$ cat src/rtl/decode_queue.sv
// Two-wide MIPS32 decode queue: circular buffer of fetched instructions
// with destination decode and dual-issue pairing checks at the head.
module decode_queue #(
  parameter int DEPTH      = 8,
  parameter bit DUAL_ISSUE = 1'b1
) (
  input  logic                       clk,
  input  logic                       rst,
  input  logic                       flush,
  input  logic [1:0]                 in_valid,
  input  logic [31:0]                in_pc0,
  input  logic [31:0]                in_pc1,
  input  logic [31:0]                in_inst0,
  input  logic [31:0]                in_inst1,
  output logic                       in_ready,
  output logic [1:0]                 out_valid,
  output logic [31:0]                out_pc0,
  output logic [31:0]                out_pc1,
  output logic [31:0]                out_inst0,
  output logic [31:0]                out_inst1,
  output logic [1:0]                 out_rf_we,
  output logic [4:0]                 out_rf_waddr0,
  output logic [4:0]                 out_rf_waddr1,
  input  logic                       out_ready,
  output logic [$clog2(DEPTH):0]     count
);

  localparam int AW = $clog2(DEPTH);
  localparam int CW = AW + 1;

  typedef struct packed {
    logic       we;
    logic [4:0] waddr;
    logic       br;
    logic       mem;
    logic       hilo;
    logic       ser;
  } dec_t;

  function automatic dec_t decode(input logic [31:0] w);
    logic [5:0] op;
    logic [5:0] fn;
    logic [4:0] rs;
    logic [4:0] rt;
    logic [4:0] rd;
    logic       spec;
    logic       regimm;
    logic       r_alu;
    logic       i_alu;
    logic       link;
    logic [4:0] dst;
    dec_t       d;
    op     = w[31:26];
    fn     = w[5:0];
    rs     = w[25:21];
    rt     = w[20:16];
    rd     = w[15:11];
    spec   = (op == 6'h00);
    regimm = (op == 6'h01);
    r_alu  = spec & (fn inside {6'h00, 6'h02, 6'h03,
                                6'h04, 6'h06, 6'h07,
                                6'h09, 6'h10, 6'h12,
                                [6'h20:6'h27],
                                6'h2a, 6'h2b});
    i_alu  = op inside {[6'h08:6'h0f], 6'h20, 6'h21,
                        6'h23, 6'h24, 6'h25};
    link   = (op == 6'h03) |
             (regimm & (rt inside {5'h10, 5'h11}));
    dst    = 5'd0;
    unique case (1'b1)
      r_alu:   dst = rd;
      i_alu:   dst = rt;
      link:    dst = 5'd31;
      default: dst = 5'd0;
    endcase
    d.we    = (dst != 5'd0);
    d.waddr = dst;
    d.br    = (op inside {[6'h02:6'h07]}) |
              (regimm & (rt inside {5'h00, 5'h01,
                                    5'h10, 5'h11})) |
              (spec & (fn inside {6'h08, 6'h09}));
    d.mem   = op inside {6'h20, 6'h21, 6'h23, 6'h24,
                         6'h25, 6'h28, 6'h29, 6'h2b};
    d.hilo  = spec & (fn inside {[6'h10:6'h13],
                                 [6'h18:6'h1b]});
    d.ser   = (spec & (fn inside {6'h0c, 6'h0d})) |
              ((op == 6'h10) & (rs inside {5'h00, 5'h04})) |
              (w == 32'h4200_0018);
    return d;
  endfunction

  logic [31:0]   pc_mem   [DEPTH];
  logic [31:0]   inst_mem [DEPTH];
  logic [AW-1:0] head;
  logic [AW-1:0] tail;
  logic [AW-1:0] head1;
  logic [AW-1:0] tail1;
  logic [1:0]    enq_n;
  logic [1:0]    deq_n;
  dec_t          d0;
  dec_t          d1;
  logic          hazard;

  assign head1    = head + AW'(1);
  assign tail1    = tail + AW'(1);
  assign in_ready = (count <= CW'(DEPTH - 2));

  assign out_pc0   = pc_mem[head];
  assign out_pc1   = pc_mem[head1];
  assign out_inst0 = inst_mem[head];
  assign out_inst1 = inst_mem[head1];

  assign d0 = decode(out_inst0);
  assign d1 = decode(out_inst1);

  // Slot-0 write vs. slot-1 source check ignores whether the field is used.
  assign hazard = d0.br | d1.br |
                  (d0.mem & d1.mem) |
                  (d0.hilo & d1.hilo) |
                  d1.ser |
                  (d0.we & ((d0.waddr == out_inst1[25:21]) |
                            (d0.waddr == out_inst1[20:16])));

  assign out_valid[0] = (count >= CW'(1));
  assign out_valid[1] = DUAL_ISSUE & (count >= CW'(2)) & ~hazard;

  assign out_rf_we[0]  = d0.we & out_valid[0];
  assign out_rf_we[1]  = d1.we & out_valid[1];
  assign out_rf_waddr0 = d0.waddr;
  assign out_rf_waddr1 = d1.waddr;

  always_comb begin
    enq_n = 2'd0;
    deq_n = 2'd0;
    if (in_ready) begin
      unique case (in_valid)
        2'b01:   enq_n = 2'd1;
        2'b11:   enq_n = 2'd2;
        default: enq_n = 2'd0;
      endcase
    end
    if (out_ready)
      deq_n = {1'b0, out_valid[0]} + {1'b0, out_valid[1]};
  end

  always_ff @(posedge clk) begin
    if (enq_n != 2'd0) begin
      pc_mem[tail]   <= in_pc0;
      inst_mem[tail] <= in_inst0;
    end
    if (enq_n == 2'd2) begin
      pc_mem[tail1]   <= in_pc1;
      inst_mem[tail1] <= in_inst1;
    end
  end

  always_ff @(posedge clk) begin
    if (rst || flush) begin
      head  <= '0;
      tail  <= '0;
      count <= '0;
    end else begin
      head  <= head + AW'(deq_n);
      tail  <= tail + AW'(enq_n);
      count <= count + CW'(enq_n) - CW'(deq_n);
    end
  end

endmodule

$ cat config.mk
export PLATFORM = sky130hd
export DESIGN_NAME = decode_queue
export DESIGN_NICKNAME = d
export VERILOG_FILES = /design/src/rtl/decode_queue.sv
export SDC_FILE = /design/constraint.sdc
export NUM_CORES = 1
export LEC_CHECK = 0
export CAP_MARGIN = 20
export CORE_UTILIZATION = 57
export DETAILED_ROUTE_END_ITERATION = 10
export GPL_TIMING_DRIVEN = 0
export PLACE_DENSITY = 0.81
export SYNTH_ARGS = -nofsm -noshare
export SYNTH_HDL_FRONTEND = slang
export SYNTH_SLANG_ARGS = --single-unit
$ cat constraint.sdc
create_clock -name clk -period 7.54 [get_ports clk]
set_clock_uncertainty 0.1 [all_clocks]
set_input_delay 1.131 -clock clk [delete_from_list [all_inputs] [get_ports clk]]
set_output_delay 1.131 -clock clk [all_outputs]
set_load 0.01 [all_outputs]
==> out/results.md <==
| Group | Result | Reported |
|---|---|---|
| power | Power per unit of standard cell area | 297 mW/mm2 |
| min path | Path type of the worst min-delay path | reg -> reg |
| power | Share of total power consumed by net switching | 33.1% |
| min path | HP Start | head[0] |
| setup path | Crit Path Category | reg -> out |
| clocking | Number of CTS-inserted buffers | 56 |
| power | Total power after layout | 11.1 mW |
| logic synthesis | Cell area after synthesis | 0.0308 mm2 |
| logic synthesis | Number of synthesized flops with an enable pin | 512 |
| grt | Grt ovf | 0 |
| clocking | Setup bufs post-CTS | 0 |
| setup path | Data arrival time of the worst path | 6190 ps |
| power | Reg power frac | 31.5% |
| timing | Post-layout minimum cycle time | 7420 ps |
| logic synthesis | Most common cell in the netlist | mux2_2 |
| run | Number of maximum-capacitance constraint violations | 0 |
| power | Static leakage | 11.9 nW |
| logic synthesis | Ranking of synthesized cells by instance count | 624 x mux2_2, 512 x edfxtp_1, 251 x mux4_2, 81 x clkbuf_1, 33 x inv_1 |
| outcome | Outcome | finished, final reports clean |
| die | Die Width | 234 um |
| setup path | Top cell by count, worst path | buf_2 |
| timing | Period utilization | 98.4% |
| clocking | Clock Pin Slew Worst Setup and Hold Paths | 60 ps |
| power | Gate power share | 42.5% |
| clocking | Clock H-tree levels | 2 |
| clocking | Count of clock tree sinks | 522 |
| logic synthesis | Average cell area after synthesis | 17.1 um2 |
| clocking | CTS Root Cell | clkbuf_16 |
| clocking | Number of buffers between clock root and the deepest sink | 3 |
| timing | Max-slew violation count | 0 |
| timing | Worst hold margin | 607 ps |
| grt | Via count of the first global-routing pass | 20766 |
| setup path | Reg-to-reg startpoint | head[1] |
| timing | Fin worst setup slack | 120 ps |
| clocking | Count of hold-fix buffers inserted at cts | 0 |
| setup path | CP Capture Type | output pin |
| place | Minimum setup slack after placement | 267 ps |
| die | Ports placed on the boundary | 281 |
| timing | Max Clock Freq | 0.135 GHz |
| clocking | Clock tree from TritonCTS | yes |
| die | Placement Rows | 84 |
| timing | Final number of hold-violating endpoints | 0 |
| layout | Fraction of layout instances using a drive strength above 1 | 47.9% |
| setup path | Launch point of the critical path | head[2] |
| logic synthesis | Number of warning messages in the yosys log | 0 |
| setup path | Cells along the critical path | buf_6 > buf_4 > xor2_1 > buf_2 > buf_2 > buf_1 > a21oi_1 > a41oi_1 > o22ai_1 > a21o_1 > a211oi_2 > o31a_1 > clkdlybuf4s50_1 |
| timing | Final setup violating endpoints | 0 |
| routing | First-pass iteration count of the detailed router | 6 |
| timing | Remaining max-slew budget at the tightest pin | 21.7% |
| logic synthesis | Post-Syn Nets | 1951 |
| grt | Global-route usage over all layers | 35.7% |
| grt | Number of antenna violations at the first check in global routing | 15 |
| logic synthesis | Count of unique library cells instantiated by Yosys | 68 |
| place | Count of input and output buffers | 280 |
| timing | RSZ-0062 raised after global routing | no |
| setup path | Crit-path leading delay family | buffers and inverters |
| power | Int Pwr | 7.39 mW |
| place | Routability congestion estimate from global placement | 0.970 |
| logic synthesis | Share of async-settable or async-resettable flops after synthesis | 0% |
| die | Initial cell density of the core | 58.1% |
| timing | Worst Tran Pin Value | 1170 ps |
| place | Final HPWL DP | 67.2 mm |
| setup path | Largest incremental delay on the critical path | 850 ps |
| setup path | Number of buffers and inverters on the critical path | 6 |
| setup path | Largest fanout of any net on the critical path | 10 |
| logic synthesis | Most area-hungry cell type in the Yosys netlist | edfxtp_1 |
| layout | Area grow syn2layout | 21.1% |
| logic synthesis | Most area-consuming cells after synthesis | edfxtp_1 50%, mux2_2 23%, mux4_2 18% |
| routing | Total wirelength of the detailed-routed design | 97.5 mm |
| die | Core box area | 0.0530 mm2 |
| clocking | Skew-Pair Late Insertion Delay | 650 ps |
| power | Maximum ir drop on the vdd rail | 242 uV |
| routing | Via-to-Cell Ratio | 7.06 |
| logic synthesis | Main synth FF type | edfxtp_1 |
| routing | Count of routing violations after the opening detailed-route iteration | 2893 |
| logic synthesis | Synthesized flop and latch total | 522 |
| die | Height of the die | 234 um |
| setup path | CP Data Required Time | 6310 ps |
| logic synthesis | Part of the Yosys area used for sequential elements | 50.6% |
| power | Net Switching | 3.66 mW |
| routing | Total number of vias | 20636 |
| setup path | Category of the worst setup path launch point | flop |
| logic synthesis | Cell count after synthesis | 1801 |
| layout | Final layout net count | 2327 |
| routing | DRC viols | 0 |
| setup path | Cell at the slowest stage of the critical path | xor2_1 |
| grt | Maximum number of pins on one net before global-route repair | 40 |
| logic synthesis | Share of the synthesized area in the top cell type | 50.0% |
| routing | Count of nets left with antenna violations after detail routing | 0 |
| die | Die area | 0.0549 mm2 |
| routing | Average wire per standard cell | 33.4 um |
| power | Clock share of power | 26.0% |
| grt | First-pass GRT wire length | 139 mm |
## sequential cells by signal, indices dropped and copies added (netlist names)
signal / flops
pc_mem: 256
inst_mem: 256
count: 4
head: 3
tail: 3
## layer usage
layer,wire length [um],up-vias,part of all wire (%),track usage [%]
met3,11000,291,11,8.33
li1,-,8242,-,-
met1,35600,10570,37,46.9
met2,46500,1519,48,57.0
met4,4260,14,4.4,15.8
met5,78,-,0.080,0
## area by class of cell
type	instances	area, um2
fill	3355	15700
sequential	522	15600
multi-input combinational	1114	14600
timing repair buffer	318	3590
clock buffer	64	1430
tap	688	861
buffer	131	591
clock inverter	41	455
inverter	34	128
antenna	10	25.0
## worst min-delay path, cell delays in order (launching register included)
cell and delay (ps):
dfxtp_1 420, ha_1 160, and2_1 100
## timing repair
item                                    CTS  global route
endpoints found under the setup margin    2             2
gates cloned                              0             0
gates resized for setup                   3             2
## placed cells by master, fill, tap and decap left out, types with 11 or more instances in the layout
cell,n
and2_1,11
buf_1,15
buf_16,16
buf_2,22
clkbuf_1,88
clkbuf_16,56
clkdlybuf4s50_1,280
clkinv_1,12
clkinv_2,16
edfxtp_1,512
ha_1,12
inv_1,33
mux2_2,624
mux2i_1,16
mux4_2,251
nand2_1,29
nor2_1,32
## metrics by stage
stage / std cells / TNS [ps] / instance area (um2) / util (%)
finish: 2922 / 0 / 37200 / 70.3
floorplan: 1801 / 0 / 30800 / -
CTS: 2910 / 0 / 37200 / 70.2
global placement: 2769 / -1236170 / 34400 / 65.0
detailed placement: 2805 / 0 / 35300 / 66.6
global route: 2916 / 0 / 37200 / 70.3
## power groups by stage
stage	sequential, mW	combinational, mW	clock, mW
2_1_floorplan	3.51	2.64	0
3_3_place_gp	3.55	4.43	0
3_5_place_dp	3.53	4.61	0
4_1_cts	3.47	4.64	2.86
5_1_grt	3.49	4.89	2.97
6_report	3.48	4.70	2.87
## cells by family after synthesis
| logic type | count (synthesis) | share of synthesized area, % |
|---|---|---|
| fa+ha+maj | 16 | 0.749 |
| flops | 522 | 50.6 |
| buf+inv | 165 | 2.31 |
| xor+xnor | 12 | 0.342 |
| compound gates | 57 | 1.48 |
| mux | 898 | 42.1 |
| simple gates | 131 | 2.36 |
## worst paths after layout
| path | cells after the start | end | slack (ps) |
|---|---|---|---|
| worst max-delay path | 13 | out_rf_we[1] | 120 |
| worst min-delay path | 2 | head[0] | 610 |
| worst max register to register | 23 | count[3] | 570 |
| worst min register to register | 2 | head[0] | 610 |
Note: power is estimated with default switching activity, not from simulation.
